### config.mk
export PLATFORM = sky130hd
export DESIGN_NAME = mux_rr_arbiter
export DESIGN_NICKNAME = d
export VERILOG_FILES = /design/src/rtl/mux_rr_arbiter.sv
export SDC_FILE = /design/constraint.sdc
export NUM_CORES = 1
export LEC_CHECK = 0
export CORE_UTILIZATION = 40
export CTS_CLUSTER_SIZE = 10
export DETAILED_ROUTE_END_ITERATION = 8
export HOLD_SLACK_MARGIN = 0.05
export PLACE_DENSITY = 0.78
export SKIP_CTS_REPAIR_TIMING = 1
export SYNTH_ARGS = -nofsm -noshare
export SYNTH_HDL_FRONTEND = slang
export SYNTH_SLANG_ARGS = --single-unit
### constraint.sdc
create_clock -name clk -period 2.1 [get_ports clk]
set_clock_uncertainty 0.1 [all_clocks]
set_input_delay 0.315 -clock clk [delete_from_list [all_inputs] [get_ports clk]]
set_output_delay 0.315 -clock clk [all_outputs]
set_load 0.005 [all_outputs]
### src/rtl/mux_rr_arbiter.sv
// -----------------------------------------------------------------------------
// mux_rr_arbiter
//   Four-way round-robin arbiter with a bounded hold time, driving a 4:1 data
//   mux. The grant is registered: a request sampled at a rising edge produces
//   its grant at that edge, so there is no combinational req->gnt path.
//
//   state   | meaning
//   --------+------------------------------------------------------------
//   S_IDLE  | no owner; gnt=0, gnt_vld=0, cnt=0; arbitrate from ptr
//   S_GRANT | one owner (sel); cnt counts consecutive cycles held
//
// Ports
//   clk      in   rising-edge clock
//   rst_n    in   asynchronous active-low reset
//   req      in   [3:0] level-sensitive requests
//   din      in   [4*W-1:0] packed lanes, lane k = din[k*W +: W]
//   gnt      out  [3:0] one-hot registered grant, zero when no owner
//   sel      out  [1:0] registered index of the owner (mux select)
//   gnt_vld  out  high whenever gnt is non-zero
//   dout     out  [W-1:0] din lane [sel] when gnt_vld, else zero
// -----------------------------------------------------------------------------
module mux_rr_arbiter #(
  parameter int W       = 8,
  parameter int MAXHOLD = 4
) (
  input  logic           clk,
  input  logic           rst_n,
  input  logic [3:0]     req,
  input  logic [4*W-1:0] din,
  output logic [3:0]     gnt,
  output logic [1:0]     sel,
  output logic           gnt_vld,
  output logic [W-1:0]   dout
);

  typedef enum logic {
    S_IDLE  = 1'b0,
    S_GRANT = 1'b1
  } state_t;

  localparam logic [3:0] MAXHOLD_C = 4'(MAXHOLD);

  state_t     state_q, state_d;
  logic [1:0] ptr_q, ptr_d;
  logic [1:0] sel_q, sel_d;
  logic [3:0] gnt_q, gnt_d;
  logic       gnt_vld_q, gnt_vld_d;
  logic [3:0] cnt_q, cnt_d;

  logic [1:0] base;
  logic       release_own;
  logic       win_found;
  logic [1:0] win_idx;
  logic [W-1:0] lane [4];

  // Returns {found, index} of the first set request at or above base,
  // wrapping 3->0. Iterating from the farthest offset down lets the nearest
  // one overwrite the result last.
  function automatic logic [2:0] rr_pick(input logic [3:0] r, input logic [1:0] b);
    logic [1:0] idx;
    logic [2:0] res;
    res = 3'b000;
    for (int i = 3; i >= 0; i--) begin
      idx = b + 2'(i);
      if (r[idx]) res = {1'b1, idx};
    end
    return res;
  endfunction

  // ---------------------------------------------------------------------------
  // State register
  // ---------------------------------------------------------------------------
  always_ff @(posedge clk or negedge rst_n) begin
    if (!rst_n) begin
      state_q   <= S_IDLE;
      ptr_q     <= 2'd0;
      sel_q     <= 2'd0;
      gnt_q     <= 4'd0;
      gnt_vld_q <= 1'b0;
      cnt_q     <= 4'd0;
    end else begin
      state_q   <= state_d;
      ptr_q     <= ptr_d;
      sel_q     <= sel_d;
      gnt_q     <= gnt_d;
      gnt_vld_q <= gnt_vld_d;
      cnt_q     <= cnt_d;
    end
  end

  // ---------------------------------------------------------------------------
  // Next-state logic
  // ---------------------------------------------------------------------------
  always_comb begin
    release_own = 1'b0;
    base        = ptr_q;
    if (state_q == S_GRANT) begin
      release_own = !req[sel_q] || (cnt_q == MAXHOLD_C);
      // On release the pointer moves past the owner, and the same edge
      // re-arbitrates from that new pointer.
      base = sel_q + 2'd1;
    end
    {win_found, win_idx} = rr_pick(req, base);

    state_d = state_q;
    ptr_d   = ptr_q;
    case (state_q)
      S_IDLE: begin
        if (win_found) state_d = S_GRANT;
      end
      S_GRANT: begin
        if (release_own) begin
          ptr_d   = sel_q + 2'd1;
          state_d = win_found ? S_GRANT : S_IDLE;
        end
      end
      default: state_d = S_IDLE;
    endcase
  end

  // ---------------------------------------------------------------------------
  // Output logic (next values of the registered outputs)
  // ---------------------------------------------------------------------------
  always_comb begin
    sel_d     = sel_q;
    gnt_d     = gnt_q;
    gnt_vld_d = gnt_vld_q;
    cnt_d     = cnt_q;
    case (state_q)
      S_IDLE: begin
        if (win_found) begin
          sel_d     = win_idx;
          gnt_d     = 4'b0001 << win_idx;
          gnt_vld_d = 1'b1;
          cnt_d     = 4'd1;
        end
      end
      S_GRANT: begin
        if (release_own) begin
          if (win_found) begin
            sel_d     = win_idx;
            gnt_d     = 4'b0001 << win_idx;
            gnt_vld_d = 1'b1;
            cnt_d     = 4'd1;
          end else begin
            gnt_d     = 4'd0;
            gnt_vld_d = 1'b0;
            cnt_d     = 4'd0;
          end
        end else begin
          cnt_d = cnt_q + 4'd1;
        end
      end
      default: begin
        gnt_d     = 4'd0;
        gnt_vld_d = 1'b0;
        cnt_d     = 4'd0;
      end
    endcase
  end

  // ---------------------------------------------------------------------------
  // Data mux: purely combinational from registered sel/gnt_vld, so reset
  // forces dout to zero without waiting for a clock.
  // ---------------------------------------------------------------------------
  always_comb begin
    for (int k = 0; k < 4; k++) lane[k] = din[k*W +: W];
    dout = '0;
    if (gnt_vld_q) dout = lane[sel_q];
  end

  assign gnt     = gnt_q;
  assign sel     = sel_q;
  assign gnt_vld = gnt_vld_q;

endmodule

==> flow_summary.toml, run 1 <==
[run_status]
status = "complete, but fails checks"
violations = "setup timing"

[die]
dieArea_um2 = 2843
rows = 18
fp.dieH_um = 53.32
die_x_um = 53.32
io_pins = 53
core_area_um2 = 2477
initial_core_util_pct = 42.53

[final_layout]
area.growth.synth_to_final_pct = 70.55
nets = 211
drive_gt1_share_pct = 25.29
num-fill-cells = 179
final_cell_mix = "clkdlybuf4s50_1, nand2_1, dfrtp_1, buf_4, o21ai_0"
n_antenna_cell = 0
mostFrequentLayoutCell = "clkdlybuf4s50_1"

[setup_path]
cp_data_arrival_time_ps = 1790
crit_required_ps = 1680
ff2ff_setup_slack_ps = 40
crit_buf_inv = 4
critPathMaxFanout = 4
startpoint_type = "register"
critPathKind = "register to output port"
end_kind = "output port"
max_stage_delay_ps = 440
crit_chain = "buf_6 -> buf_12 -> buf_6 -> mux4_2 -> and2_1 -> dlymetal6s2s_1"
critPathTopFamily = "buffers and inverters"
cp_slowest_cell = "dfrtp_2"
crit_path_frequent_cell = "buf_6"

[power_and_ir_drop]
switching_share_pct = 35.68
cellInternalPower_w = 0.001368
p_clk_share_pct = 9.2
leakage_nw = 0.7997
power_density_nw_per_um2 = 1184
total_power_w = 0.002128
seq_power_share_pct = 24.7
ir_worst_vdd_mv = 0.8802
comb_power_share_pct = 66.0
switchingPower_w = 0.0007592

[route]
antenna_left = 0
drc = 0
via_per_inst = 5.460
drt-pass1-iter-count = 4
via_count = 1092
wire_per_inst_um = 15.50
drt-initial-drc-count = 20
wl_um = 3099

[sta]
rsz0062_at_grt = "true"
tightestPinTransition_ps = 624.0
fin_crit_sh_pct = 104.9
fin_crit_ps = 2202
hold_violations = 0
setup_viol = 3
finalWorstSetupSlack_ps = -101.9
drv_slew = 0
slew_headroom_pct = 58.27
max_freq_ghz = 0.4542

[global_routing]
grt_max_degree = 15
globalRouteOverflowTotal = 0
first_global_vias = 966
grt_pass1_wl_um = 4388
antenna_found_initial = 0
grt_usage_pct = 21.49

[logic_synthesis]
post_synth_num_cell_types = 32
synth-seq-cells = 14
synth_nets = 142
synthArstFlopShare_pct = 100.0
synth-edff-count = 0
syn-cell-area_um2 = 1054
avgSynthCellArea_um2 = 10.33
synth_ff_type = "dfrtp_1"
yosysWarnings = 0
seq_area_frac_synth_pct = 33.25
synthCells = 102

[place]
preCtsSetupSlack_ps = -120.5
gp_congestion = 0.9266
hpwl_um = 2420
io_buffer_count = 52

[clocking]
cts_buffers = 3
clk_pin_slew_ps = 90
root_buffer = "clkbuf_4"
worstSkewPairLatency_ps = 280
cts_tree = "yes"
htree_num_levels = 1
clockBufferDepth = 2
cts.sinks = 14

[job]
drv_cap = 0

[min_path]
worstHoldPathType = "input pin to asynchronous set/reset pin"
## worst paths after layout
check,start,depth (start not counted),to
max in group asynchronous,rst_n,1,sel[1]$_DFFE_PN0P_
worst min register to register,gnt[0]$_DFFE_PN0P_,2,gnt[0]$_DFFE_PN0P_
worst min-delay path,rst_n,1,cnt_q[1]$_DFFE_PN0P_
worst max register to register,sel[0]$_DFFE_PN0P_,8,gnt[3]$_DFFE_PN0P_
min in group clk,gnt[0]$_DFFE_PN0P_,2,gnt[0]$_DFFE_PN0P_
worst max-delay path,sel[0]$_DFFE_PN0P_,6,dout[1]
## flip-flops by register name (all words and copies together), names as in the netlist
name,flops
gnt_vld,1
ptr_q,2
sel,2
cnt_q,4
gnt,4
state_q,1
## metrics by stage
| stage | cell area [µm²] | utilization, % | setup TNS (ps) | hold slack, ps | instances |
|---|---|---|---|---|---|
| final | 1797 | 72.53 | -231.4 | 315.1 | 200 |
| after global routing | 1797 | 72.53 | -513.2 | 359.4 | 200 |
| after floorplan | 1054 | - | 0 | -80.59 | 102 |
| after CTS | 1720 | 69.44 | -2038 | 330.4 | 195 |
| after detailed placement | 1684 | 67.98 | -977.1 | 384.6 | 191 |
| after global placement | 1684 | 67.98 | -669.4 | 371.8 | 191 |
## synth_stat cells, types with 2 or more instances
master | count | area [µm²]
a21o_1 | 2 | 15.01
a21oi_1 | 3 | 15.01
a22o_1 | 3 | 26.28
and2_1 | 8 | 50.05
buf_2 | 3 | 15.01
dfrtp_1 | 14 | 350.3
ha_1 | 2 | 25.02
inv_1 | 4 | 15.01
mux2i_1 | 2 | 20.02
mux4_2 | 9 | 202.7
nand2_1 | 14 | 52.55
nand3_1 | 2 | 10.01
nand3b_1 | 2 | 15.01
nor2_1 | 4 | 15.01
nor2b_1 | 3 | 18.77
o21ai_0 | 10 | 50.05
or4_1 | 2 | 15.01
## metal layers
metal | share of wire (%) | track usage (%) | up-vias
li1 | - | - | 520
met1 | 38 | 24.69 | 522
met2 | 49 | 38.75 | 46
met3 | 12 | 6.609 | 4
met4 | 0.61 | 3.947 | 0
met5 | 0 | 0 | -
## cell families (layout without fill, tap and decap cells)
family | Yosys count | after routing | synth area share [%]
simple gates | 39 | 39 | 21.38
xor+xnor | 1 | 1 | 0.8315
buf+inv | 9 | 77 | 4.274
flops | 14 | 14 | 33.25
compound gates | 24 | 24 | 14.73
fa+ha+maj | 3 | 3 | 3.325
mux | 12 | 12 | 22.21
## final cells by class
cell class                      instances  area (µm²)  area share, %
Tap cell                               30       37.54          2.089
Multi-Input combinational cell         79       675.6          37.60
Timing Repair Buffer                   69       679.4          37.81
Inverter                                4       15.01         0.8357
Clock buffer                            4       36.28          2.020
Sequential cell                        14       352.8          19.64
## power by group through the flow
stage	registers [W]	logic, W	clock network, W
final	0.000526	0.00140	0.000196
after global routing	0.000548	0.00153	0.000211
after CTS	0.000519	0.00130	0.000201
after detailed placement	0.000523	0.00129	0
after global placement	0.000519	0.00126	0
after floorplan	0.000478	0.000741	0
No activity file was read; power rests on OpenSTA's default activity.
==> run 2, diff against run 1 <==
--- a/config.mk
+++ b/config.mk
@@ -6,6 +6,7 @@
 export NUM_CORES = 1
 export LEC_CHECK = 0
 export CORE_UTILIZATION = 40
+export CTS_CLUSTER_DIAMETER = 200
 export CTS_CLUSTER_SIZE = 10
 export DETAILED_ROUTE_END_ITERATION = 8
 export HOLD_SLACK_MARGIN = 0.05
==> results of run 2 <==
The final DEF is identical to that of run 1; final timing and power are the same.
==> run 3, diff against run 2 <==
--- a/config.mk
+++ b/config.mk
@@ -5,6 +5,7 @@
 export SDC_FILE = /design/constraint.sdc
 export NUM_CORES = 1
 export LEC_CHECK = 0
+export CORE_MARGIN = 2
 export CORE_UTILIZATION = 40
 export CTS_CLUSTER_DIAMETER = 200
 export CTS_CLUSTER_SIZE = 10
==> run 3 against run 2 <==
  * The run still ends with setup timing left
  * Sequential power is essentially flat
  * Cell count up 0.50%
  * Global-route usage decreased by 2.1 points
  * Clock power is 5% lower
  * Die area grew 7.6%
  * Flip-flop and latch count unchanged
  * First-iteration DRC count grew 110%
  * Sequential share of layout area fell by 0.26 points
  * Largest cell class unchanged
  * Largest power group unchanged
==> flow_summary.toml, run 3 (synthesis results as in run 1) <==
[sta]
tightestPinTransition_ps = 611.5
rsz0062_at_grt = "true"
hold_violations = 0
max_freq_ghz = 0.4547
drv_slew = 0
finalWorstSetupSlack_ps = -99.36
slew_headroom_pct = 59.11
fin_hold_ws_ps = 320.0
fin_crit_sh_pct = 104.7
setup_viol = 1
fin_crit_ps = 2199

[route]
wire_per_inst_um = 15.18
drc = 0
via_count = 1109
drt-initial-drc-count = 43
via_per_inst = 5.517
wl_um = 3051
antenna_left = 0
drt-pass1-iter-count = 4

[setup_path]
critPathKind = "register to output port"
startpoint_type = "register"
critPathMaxFanout = 3
end_kind = "output port"
crit_required_ps = 1680
rr_worst_depth = 7
ff2ff_setup_slack_ps = 120
reg2reg_to = "gnt[1]$_DFFE_PN0P_"
regToRegStartpoint = "sel[1]$_DFFE_PN0P_"
cp_data_arrival_time_ps = 1780

[die]
dieArea_um2 = 3060
fp.dieH_um = 55.32
io_pins = 53
core_area_um2 = 2477
rows = 18
initial_core_util_pct = 42.53
die_x_um = 55.32

[final_layout]
n_antenna_cell = 0
post-route-cell-area_um2 = 1821
area.growth.synth_to_final_pct = 72.80
nets = 212
final_cell_mix = "clkdlybuf4s50_1, nand2_1, buf_4"
mostFrequentLayoutCell = "clkdlybuf4s50_1"
drive_gt1_share_pct = 27.49
fin_cells = 201
multi_input_area_um2 = 685.7
regArea_um2 = 352.8
num-fill-cells = 169

[job]
drv_cap = 0

[global_routing]
first_global_vias = 1109
grt_pass1_wl_um = 4823
grt_usage_pct = 19.44
antenna_found_initial = 0
globalRouteOverflowTotal = 0
grt_max_degree = 15

[clocking]
clockBufferDepth = 2
worstSkewPairLatency_ps = 270
cts_buffers = 3
clk_pin_slew_ps = 80
cts.sinks = 14
cts_tree = "yes"
htree_num_levels = 1
root_buffer = "clkbuf_4"

[power_and_ir_drop]
total_power_w = 0.002163
power_density_nw_per_um2 = 1188
ir_worst_vdd_mv = 0.9117
leakage_nw = 0.8125

[place]
hpwl_um = 2431
dpl.cell_count = 191
gp_congestion = 0.8800
io_buffer_count = 52
postPlaceCellArea_um2 = 1684

[run_status]
violations = "setup timing"
status = "complete, but fails checks"

[min_path]
worstHoldPathType = "input pin to asynchronous set/reset pin"
==> run 3: report_power, final <==
group | leakage (nW) | switching, W | internal (W)
registers | 0.169 | 0.000146 | 0.000381
clock network | 0.0210 | 0.0000821 | 0.000105
logic | 0.623 | 0.000533 | 0.000916
==> run 3: worst max-delay path by stage <==
stage / startpoint / endpoint / slack (ps) / cells past startpoint
3_5_place_dp: din[26] / dout[2] / -130 / 4
4_1_cts: sel[0]$_DFFE_PN0P_ / dout[2] / -280 / 4
6_report: sel[0]$_DFFE_PN0P_ / dout[6] / -100 / 6
5_1_grt: sel[0]$_DFFE_PN0P_ / dout[6] / -160 / 6
3_3_place_gp: din[28] / dout[4] / -90 / 4
2_1_floorplan: sel[0]$_DFFE_PN0P_ / dout[0] / 270 / 4
==> run 3: final cells by class <==
| class | instances | share of cell area, % |
|---|---|---|
| clock buffer | 4 | 1.993 |
| inverter | 4 | 0.8247 |
| multi-input combinational | 79 | 37.66 |
| sequential | 14 | 19.38 |
| tap | 30 | 2.062 |
| timing repair buffer | 70 | 38.08 |
==> run 3: metrics by stage <==
stage | setup TNS (ps) | util (%) | setup slack (ps)
2_1_floorplan | 0 | - | 269.3
3_3_place_gp | -768.1 | 67.98 | -88.61
3_5_place_dp | -1178 | 67.98 | -131.2
4_1_cts | -1952 | 69.44 | -276.3
5_1_grt | -306.9 | 73.48 | -156.7
6_report | -99.36 | 73.48 | -99.36
==> run 3: routing by layer <==
metal	vias up	share of wire, %	global-route usage (%)
li1	521	-	-
met2	51	51	35.03
met4	0	0	2.787
met3	0	6.6	3.513
met1	537	43	24.70
met5	-	0	0
==> run 3: worst max-delay path, stage by stage (launching register included) <==
cell       delay (ps)
dfrtp_2           450
clkbuf_16         160
buf_6             110
buf_4             120
mux4_2            400
and2_1            160
clkbuf_2          110
